[src/rtl/fpga_top.sv]
// Board top: reset bridge, key edge detect, clock-enable generator, 32-bit step counter, 7-seg/LED view.
// Latency: a KEY[1] press moves count on the 3rd CLOCK_50 edge after the key is first sampled low.
// Backpressure: none; free-running board I/O with no flow control.
module fpga_top #(
    parameter int DIV_FAST = 50_000,
    parameter int DIV_SLOW = 50_000_000
) (
    input  logic       CLOCK_50,
    input  logic [3:0] KEY,
    input  logic [7:0] SW,
    output logic [9:0] LEDR,
    output logic [6:0] HEX0,
    output logic [6:0] HEX1,
    output logic [6:0] HEX2,
    output logic [6:0] HEX3,
    output logic [6:0] HEX4,
    output logic [6:0] HEX5
);

    localparam logic [31:0] FAST_LAST = 32'(DIV_FAST - 1);
    localparam logic [31:0] SLOW_LAST = 32'(DIV_SLOW - 1);

    logic        rst_req;
    logic [1:0]  rst_pipe;
    logic        rst;
    logic [2:0]  key_s1;
    logic [2:0]  key_s2;
    logic [2:0]  key_hist;
    logic [2:0]  press;      // [0] step, [1] clear, [2] pause toggle
    logic [1:0]  mode;
    logic [1:0]  mode_q;
    logic        mode_chg;
    logic [31:0] div_cnt;
    logic [31:0] div_nxt;
    logic [31:0] div_last;
    logic        div_hit;
    logic        ce;
    logic        paused;
    logic        paused_nxt;
    logic [31:0] count;
    logic [31:0] count_nxt;
    logic [23:0] disp;
    logic        unused_sw;

    assign rst_req   = ~KEY[0];
    assign rst       = rst_pipe[1];
    assign mode      = SW[1:0];
    assign mode_chg  = (mode != mode_q);
    assign press     = key_hist & ~key_s2;
    assign unused_sw = ^SW[7:3];

    // Reset bridge: assert immediately, release only after two clean clock edges.
    always_ff @(posedge CLOCK_50 or posedge rst_req) begin
        if (rst_req) rst_pipe <= 2'b11;
        else         rst_pipe <= {rst_pipe[0], 1'b0};
    end

    // Key synchronisers plus one history stage; held released during reset so presses are dropped.
    always_ff @(posedge CLOCK_50 or posedge rst) begin
        if (rst) begin
            key_s1   <= 3'b111;
            key_s2   <= 3'b111;
            key_hist <= 3'b111;
        end else begin
            key_s1   <= KEY[3:1];
            key_s2   <= key_s1;
            key_hist <= key_s2;
        end
    end

    // Last cycle's mode; left unreset so a mode held across reset is not mistaken for a change.
    always_ff @(posedge CLOCK_50) begin
        mode_q <= mode;
    end

    // Clock-enable selection, divider advance and counter/pause next-state.
    always_comb begin
        div_last   = (mode == 2'b10) ? SLOW_LAST : FAST_LAST;
        div_hit    = (div_cnt == div_last);
        div_nxt    = div_cnt;
        ce         = 1'b0;
        paused_nxt = paused;
        count_nxt  = count;
        case (mode)
            2'b00: begin
                ce      = ~paused;
                div_nxt = '0;
            end
            2'b11: begin
                ce      = press[0];
                div_nxt = '0;
            end
            default: begin
                if (mode_chg) begin
                    div_nxt = '0;
                end else if (!paused) begin
                    ce      = div_hit;
                    div_nxt = div_hit ? 32'd0 : div_cnt + 32'd1;
                end
            end
        endcase
        if (press[2] && (mode != 2'b11)) paused_nxt = ~paused;
        if (press[1])  count_nxt = '0;
        else if (ce)   count_nxt = count + 32'd1;
    end

    // Core state; count is rewritten every cycle even when holding.
    always_ff @(posedge CLOCK_50 or posedge rst) begin
        if (rst) begin
            count   <= '0;
            paused  <= 1'b0;
            div_cnt <= '0;
        end else begin
            count   <= count_nxt;
            paused  <= paused_nxt;
            div_cnt <= div_nxt;
        end
    end

    function automatic logic [6:0] seg7(input logic [3:0] d);
        case (d)
            4'h0: seg7 = 7'b1000000;
            4'h1: seg7 = 7'b1111001;
            4'h2: seg7 = 7'b0100100;
            4'h3: seg7 = 7'b0110000;
            4'h4: seg7 = 7'b0011001;
            4'h5: seg7 = 7'b0010010;
            4'h6: seg7 = 7'b0000010;
            4'h7: seg7 = 7'b1111000;
            4'h8: seg7 = 7'b0000000;
            4'h9: seg7 = 7'b0010000;
            4'hA: seg7 = 7'b0001000;
            4'hB: seg7 = 7'b0000011;
            4'hC: seg7 = 7'b1000110;
            4'hD: seg7 = 7'b0100001;
            4'hE: seg7 = 7'b0000110;
            default: seg7 = 7'b0001110;
        endcase
    endfunction

    // Page 1 shows the top byte so the full 32-bit count is reachable on six digits.
    assign disp = SW[2] ? {16'h0, count[31:24]} : count[23:0];
    assign HEX0 = seg7(disp[3:0]);
    assign HEX1 = seg7(disp[7:4]);
    assign HEX2 = seg7(disp[11:8]);
    assign HEX3 = seg7(disp[15:12]);
    assign HEX4 = seg7(disp[19:16]);
    assign HEX5 = seg7(disp[23:20]);
    assign LEDR = {rst, (mode == 2'b11), count[7:0]};

endmodule

[config.mk]
export PLATFORM = sky130hd
export DESIGN_NAME = fpga_top
export DESIGN_NICKNAME = d
export VERILOG_FILES = /design/src/rtl/fpga_top.sv
export SDC_FILE = /design/constraint.sdc
export NUM_CORES = 1
export LEC_CHECK = 0
export ABC_AREA = 1
export CORE_MARGIN = 2
export CORE_UTILIZATION = 65
export CTS_BUF_LIST = sky130_fd_sc_hd__clkbuf_8
export CTS_CLUSTER_DIAMETER = 40
export DETAILED_ROUTE_END_ITERATION = 12
export PLACE_DENSITY = 0.89
export REMOVE_ABC_BUFFERS = 1
export SYNTH_ARGS = -nofsm -noshare
export SYNTH_HDL_FRONTEND = slang
export SYNTH_SLANG_ARGS = --single-unit
[constraint.sdc]
create_clock -name CLOCK_50 -period 7.2 [get_ports CLOCK_50]
set_input_delay 1.44 -clock CLOCK_50 [delete_from_list [all_inputs] [get_ports CLOCK_50]]
set_output_delay 1.44 -clock CLOCK_50 [all_outputs]
set_load 0.005 [all_outputs]
* After elaboration in Yosys (flattened, before gate mapping) *
Memory sizes are Yosys's and may differ from the RTL's.
Index checks and enable logic that the tools add are counted.

storage, ports and cells
  register bits = 78
  ROM bits = 672
  input port bits = 13
  output and inout bits = 52
  memories kept = 6

cells by class
  $add $sub $neg = 2
  eq/ne operators = 6
  multiplexer cells = 11
  bitwise operators = 3
  reductions and logical operators = 4

memory list
  memory           depth  bits a word  read ports  clocked after memory_dff  wr ports  line  source
  (no name shown)  16     7            1           0                         0         121   case (d)
  (no name shown)  16     7            1           0                         0         121
  (no name shown)  16     7            1           0                         0         121
  (no name shown)  16     7            1           0                         0         121
  (no name shown)  16     7            1           0                         0         121
  (no name shown)  16     7            1           0                         0         121

operator list
  cell                     number
  $mux W32                 6
  $add A32 B1 Y32 const B  2
  $eq A32 B26 Y1           1
  $mux W26                 1
  $mux W24                 1
  $eq A2 B2 Y1 const B     2
  $and A3 B3 Y3            1
  $ne A3 B3 Y1 const B     1
  $not A3 Y3               1
  $logic_not A2 Y1         1
  $mux W1                  2
  $ne A2 B2 Y1             1
  $ne A2 B2 Y1 const B     1
  $pmux W1 S2              1
  $reduce_bool A2 Y1       1
  $reduce_or A2 Y1         1
  $logic_and A1 B1 Y1      1
  $not A1 Y1               1

* Longest topological paths before layout *
Gate-level depths: netlist of the first run.

  depth in word-level cells = 8
  mapped depth = 13
  depth with buffers taken out = 13

* Worst setup path before layout of the first run *
OpenSTA, ideal clock, no wires.

  path type = input port to output port
  start point = input port SW[2]
  end point = output port HEX0[2]
  arrival = 2973 ps
  data required time = 5760 ps
  path slack = 2787 ps
  stages = 7
  cells stage by stage = buf_2 -> buf_2 -> o21ai_0 -> inv_1 -> ha_1 -> or2_2 -> o21ai_0

between the ends
  word-level cells in the longest chain between the ends = 2

RTL lines
  what            line  source
  from (decl)     10    input logic [7:0] SW,
  $mux W24        142   assign disp = SW[2] ? {16'h0, count[31:24]} : count[23:0];
  $mem_v2 Z16 W7  -
  to (decl)       12    output logic [6:0] HEX0,

No other way between the ends.

* Worst setup path after layout of the first run *
Same ends and word-level chain as after synthesis.

==> results.sh, run 1 <==
export IMPL_vias_per_cell=5.61
export IMPL_yosysMostFrequentCell="nand2_1"
export IMPL_crit_chain="clkdlybuf4s50_1 > buf_4 > o21ai_0 > inv_1 > ha_1 > or2_2 > o21ai_0 > clkdlybuf4s50_1"
export IMPL_antennaDiodeCount=0
export IMPL_post_dp_hpwl_um=11500
export IMPL_drtIter0Drc=569
export IMPL_final_setup_worst_slack_ns=1.70
export IMPL_worstSetupPathType="in2out"
export IMPL_whs_path_depth=0
export IMPL_max_freq_ghz=0.182
export IMPL_die_y_um=104
export IMPL_power_density_nw_per_um2=137
export IMPL_first_pass_iters=6
export IMPL_root_buffer="clkbuf_8"
export IMPL_drc_errors=0
export IMPL_ioPinCount=65
export IMPL_min_period_over_period_pct=76.5
export IMPL_die_area_um2=10900
export IMPL_p_leak_nw=3.16
export IMPL_cts_repair_resized=0
export IMPL_slew_headroom_pct=35.7
export IMPL_use_met2_pct=46.6
export IMPL_finClkSkew_ns=0.0121
export IMPL_use_met3_pct=5.83
export IMPL_setup_tns_ns=0
export IMPL_wirelength_um=15800
export IMPL_coreArea_um2=9770
export IMPL_rsz0062_at_grt="no"
export IMPL_status="complete, no violations"
export IMPL_finalCriticalPeriod_ns=5.50
export IMPL_min_from="key_s1[1]"
export IMPL_antenna_left=0
export IMPL_worstPathArrival_ns=4.06
export IMPL_crit_family="buffers and inverters"
export IMPL_synth_cell_types=43
export IMPL_hold_slack_ns=0.363
export IMPL_final_cells=1193
export IMPL_cts_hold_buf=0
export IMPL_syn_to_final_growth_pct=12.1
export IMPL_synthFlopType="dfrtp_1"
export IMPL_worst_path_buf_inv=4
export IMPL_row_count=36
export IMPL_cts_setup_buffers=0
export IMPL_cts_tree="done"
export IMPL_reg2reg_to="count[25]"
export IMPL_max_stage_delay_ns=0.56
export IMPL_whs_endpoint="key_s2[1]"
export IMPL_num_nets_final=1110
export IMPL_via_count=6692
export IMPL_r2r_start="div_cnt[0]"
export IMPL_ir_drop_mv=0.151
export IMPL_rrSetupSlack_ns=4.74
export IMPL_ys_top_cells_by_area="dfrtp_1, nand2_1, nor2_1"
export IMPL_overflow=0
export IMPL_setup_viol=0
export IMPL_grt_start_max_net_pins=75
export IMPL_final_area_um2=7340
export IMPL_die_w_um=104
export IMPL_cp_slowest_cell="o21ai_0"
export IMPL_synthCells=1012
export IMPL_clock_sinks=78
export IMPL_clock_latency_ns=0.38
export IMPL_drive_gt1_share_pct=5.57
export IMPL_gp_congestion=0.982
export IMPL_worstPathMaxFanout=37
export IMPL_post_dp_cell_area_um2=7140
export IMPL_avgSynthCellArea_um2=6.47
export IMPL_grt_pass1_vias=6006
export IMPL_drv_slew=0
export IMPL_wire_per_inst_um=13.2
export IMPL_syn_area_um2=6550
export IMPL_port_buffers=59
export IMPL_cp_required_ns=5.76
export IMPL_yosysWarnings=0
export IMPL_tightest_slew_ns=0.963
export IMPL_cp_end_kind="output pin"
export IMPL_power_mw=1.01
export IMPL_clkTransAtPathRegs_ns=0.10
export IMPL_start_util_pct=67.0
export IMPL_maxCapViolations=0
export IMPL_async_flop_share_pct=97.4
export IMPL_synth_top_area_share_pct=24.9
export IMPL_worstHoldPathType="reg2reg"
export IMPL_use_met1_pct=40.5
export IMPL_dp_slack_ns=1.74
export IMPL_yosysTopAreaCell="dfrtp_1"
export IMPL_antenna_found_initial=0
export IMPL_cp_num_cells=8
export IMPL_synth_edf_count=0
export IMPL_grt_pass1_wl_um=26800
export IMPL_grt_busiest_layer="met2"
export IMPL_utilization_pct=75.1
export IMPL_r2r_cells=9
export IMPL_finalHoldViolCount=0
export IMPL_track_usage_pct=29.5
export IMPL_seq_area_frac_synth_pct=29.9
export IMPL_synth_seq_cells=78
export IMPL_numCtsBuffers=9
export IMPL_post_place_cells=1177
export IMPL_yosys_top_cells_count="nand2_1, nor2_1, inv_1, nand3_1, dfrtp_1"
export IMPL_clockBufferDepth=2
export IMPL_htree_levels=3
export IMPL_crit_path_start_kind="primary input"
-- how the worst max path moves through the flow --
| stage | startpoint | to |
|---|---|---|
| after global routing | SW[2] | HEX1[0] |
| after detailed placement | SW[2] | HEX0[2] |
| after global placement | SW[2] | HEX1[1] |
| after CTS | SW[2] | HEX0[2] |
| after floorplan | SW[2] | HEX0[2] |
| final | SW[2] | HEX0[2] |
-- layer usage --
metal	vias to the layer above	routed length [um]
met1	3052	6980
met2	295	7100
met5	-	0
met4	0	310
li1	3310	-
met3	35	1380
-- cells by family (layout without fill, tap and decap cells) --
kind of cell	count (synthesis)	in the layout	synth area share [%]
flops	78	78	29.9
simple gates	611	611	38.5
compound gates	117	117	10.7
buf+inv	133	181	8.83
fa+ha+maj	42	42	8.03
xor+xnor	30	30	4.01
other cells	1	1	0.0573
-- cells in the final DEF (no fill, tap or decap), types with 14 or more instances in the layout --
master,n
nor2_1,149
ha_1,42
dfrtp_1,65
nand3_1,75
inv_1,94
clkdlybuf4s50_1,59
xor2_1,29
o21ai_0,54
a21oi_1,16
nand4_1,14
nand2_1,348
-- registers in the layout, indices dropped and copies added (netlist names) --
register,cells
count,32
div_cnt,32
key_hist,3
key_s1,3
key_s2,3
mode_q,2
rst_pipe,2
paused,1
-- cell type report --
type	instances	area (um2)
Clock buffer	9	124
Fill cell	807	2440
Clock inverter	7	73.8
Inverter	102	383
Multi-Input combinational cell	801	4010
Sequential cell	78	1960
Timing Repair Buffer	63	621
Tap cell	133	166
-- report_power, final --
part | internal, mW | switching, mW
Clock | 0.138 | 0.200
Sequential | 0.456 | 0.0286
Combinational | 0.0774 | 0.108
Power figures use the tool's default switching activity.
==> run 2, diff against run 1 <==
--- a/config.mk
+++ b/config.mk
@@ -7,11 +7,11 @@
 export LEC_CHECK = 0
 export ABC_AREA = 1
 export CORE_MARGIN = 2
-export CORE_UTILIZATION = 65
+export CORE_UTILIZATION = 60
 export CTS_BUF_LIST = sky130_fd_sc_hd__clkbuf_8
 export CTS_CLUSTER_DIAMETER = 40
 export DETAILED_ROUTE_END_ITERATION = 12
-export PLACE_DENSITY = 0.89
+export PLACE_DENSITY = 0.83
 export REMOVE_ABC_BUFFERS = 1
 export SYNTH_ARGS = -nofsm -noshare
 export SYNTH_HDL_FRONTEND = slang
==> constraint.sdc (replaced) <==
create_clock -name CLOCK_50 -period 5.69 [get_ports CLOCK_50]
set_input_delay 1.138 -clock CLOCK_50 [delete_from_list [all_inputs] [get_ports CLOCK_50]]
set_output_delay 1.138 -clock CLOCK_50 [all_outputs]
set_load 0.005 [all_outputs]
==> run 2 against run 1 <==
Clock skew is 0.0045 ns lower. Routed wire length is 1.9% higher. Clock power is 22% higher. Critical path type unchanged. Power is 25% higher. Setup slack worse by 0.90 ns. Register-to-register slack worse by 1.5 ns. Combinational power is 27% higher. Critical endpoint is now HEX1[5]. Sequential power is 27% higher. Sequential share of layout area hardly changed. First-iteration DRC count is 0.88% lower. Largest power group unchanged. Core utilization is 6.8 points lower.
==> results.sh, run 2 (synthesis gave the netlist of run 1 again) <==
export IMPL_cp_slowest_cell="o21ai_0"
export IMPL_worstHoldPathType="reg2reg"
export IMPL_coreArea_um2=10700
export IMPL_overflow=0
export IMPL_antenna_found_initial=0
export IMPL_cts_hold_buf=0
export IMPL_crit_path_end="HEX1[5]"
export IMPL_grt_start_max_net_pins=75
export IMPL_min_period_over_period_pct=86.0
export IMPL_row_count=38
export IMPL_highest_layer="met4"
export IMPL_reg2reg_to="count[4]"
export IMPL_worstPathMaxFanout=37
export IMPL_post_dp_hpwl_um=11800
export IMPL_power_mw=1.26
export IMPL_r2r_start="div_cnt[0]"
export IMPL_final_setup_worst_slack_ns=0.799
export IMPL_crit_chain="clkdlybuf4s50_1 > buf_4 > o21ai_0 > inv_1 > ha_1 > inv_1 > nor2_1 > o21ai_0 > o21ai_0 > clkdlybuf4s50_1"
export IMPL_drive_gt1_share_pct=5.57
export IMPL_cts_repair_resized=0
export IMPL_vias_per_cell=5.49
export IMPL_setup_viol=0
export IMPL_p_leak_nw=3.16
export IMPL_cts_setup_buffers=0
export IMPL_maxCapViolations=0
export IMPL_final_cell_mix="nand2_1, nor2_1, inv_1, nand3_1, dfrtp_1"
export IMPL_max_stage_delay_ns=0.68
export IMPL_die_w_um=108
export IMPL_wirelength_um=16100
export IMPL_rrSetupSlack_ns=3.28
export IMPL_r2r_cells=9
export IMPL_finalCriticalPeriod_ns=4.89
export IMPL_wire_per_inst_um=13.4
export IMPL_cp_required_ns=4.55
export IMPL_syn_to_final_growth_pct=12.1
export IMPL_track_usage_pct=28.7
export IMPL_status="complete, no violations"
export IMPL_met2_length_um=7430
export IMPL_ioPinCount=65
export IMPL_antennaDiodeCount=0
export IMPL_met1Wirelength_um=7330
export IMPL_cts_tree="done"
export IMPL_htree_levels=3
export IMPL_num_nets_final=1110
export IMPL_die_y_um=108
export IMPL_crit_start="SW[2]"
export IMPL_worstPathArrival_ns=3.75
export IMPL_worstSetupPathType="in2out"
export IMPL_crit_top_cell="o21ai_0"
export IMPL_clock_sinks=78
export IMPL_rsz0062_at_grt="no"
export IMPL_finalHoldViolCount=0
export IMPL_cp_end_kind="output pin"
export IMPL_clock_latency_ns=0.37
export IMPL_reg_top3="count x32, div_cnt x32"
export IMPL_drc_errors=0
export IMPL_grt_pass1_wl_um=27200
export IMPL_die_area_um2=11800
export IMPL_setup_tns_ns=0
export IMPL_port_buffers=59
export IMPL_via_count=6589
export IMPL_grt_pass1_vias=5958
export IMPL_start_util_pct=60.9
export IMPL_finClkSkew_ns=0.00753
export IMPL_drtIter0Drc=564
export IMPL_tightest_slew_ns=0.973
export IMPL_max_freq_ghz=0.204
export IMPL_crit_path_start_kind="primary input"
export IMPL_root_buffer="clkbuf_8"
export IMPL_dp_slack_ns=0.787
export IMPL_gp_congestion=0.978
export IMPL_clockBufferDepth=2
export IMPL_slew_headroom_pct=35.0
export IMPL_clkTransAtPathRegs_ns=0.08
export IMPL_first_pass_iters=5
export IMPL_ir_drop_mv=0.193
export IMPL_met3_length_um=1110
export IMPL_numCtsBuffers=9
export IMPL_antenna_left=0
export IMPL_drv_slew=0
export IMPL_mostFrequentLayoutCell="nand2_1"
export IMPL_power_density_nw_per_um2=172
==> run 2: changes by cell type in the layout (fill, tap and decap cells not counted), sizes merged <==
cell    previous run  this run
clkinv             2         3
clkbuf             9        11
inv              107       104
==> run 2: worst max-delay path, delay by kind of cell <==
family          cells  cell delay (ns)
buf+inv             5             1.33
compound gates      3             0.98
fa+ha+maj           1             0.22
simple gates        1             0.07
==> run 2: through the flow <==
stage | area (um2) | instances | util (%) | hold slack [ns]
floorplan | 6350 | 981 | - | 0.345
global placement | 7150 | 1184 | 66.5 | 0.345
detailed placement | 7150 | 1184 | 66.5 | 0.349
CTS | 7340 | 1200 | 68.3 | 0.361
global route | 7340 | 1200 | 68.3 | 0.363
finish | 7340 | 1200 | 68.3 | 0.359
==> run 2: worst min-delay path by stage <==
stage	from	to	slack, ns	cells past startpoint
after floorplan	key_s1[0]	key_s2[0]	0.35	0
after global placement	key_s1[0]	key_s2[0]	0.35	0
after detailed placement	key_s1[0]	key_s2[0]	0.35	0
after CTS	key_s1[2]	key_s2[2]	0.36	0
after global routing	rst_pipe[0]	rst_pipe[1]	0.36	0
final	key_s1[0]	key_s2[0]	0.36	0
==> run 2: power breakdown <==
part	total (mW)	internal, mW	switching [mW]	leakage, nW
logic	0.237	0.0980	0.138	2.02
registers	0.614	0.577	0.0369	1.03
clock network	0.414	0.186	0.228	0.101
==> run 2: area by class of cell <==
type,count,area [um2]
Clock buffer,11,151
Clock inverter,5,38.8
Fill cell,975,3410
Inverter,102,383
Multi-Input combinational cell,801,4010
Sequential cell,78,1960
Tap cell,140,175
Timing Repair Buffer,63,621
==> run 2: layer usage <==
metal | GRT usage [%] | up-vias
met5 | 0 | -
met4 | 6.50 | 0
met3 | 5.49 | 21
met2 | 47.2 | 225
met1 | 39.2 | 3030
li1 | - | 3313
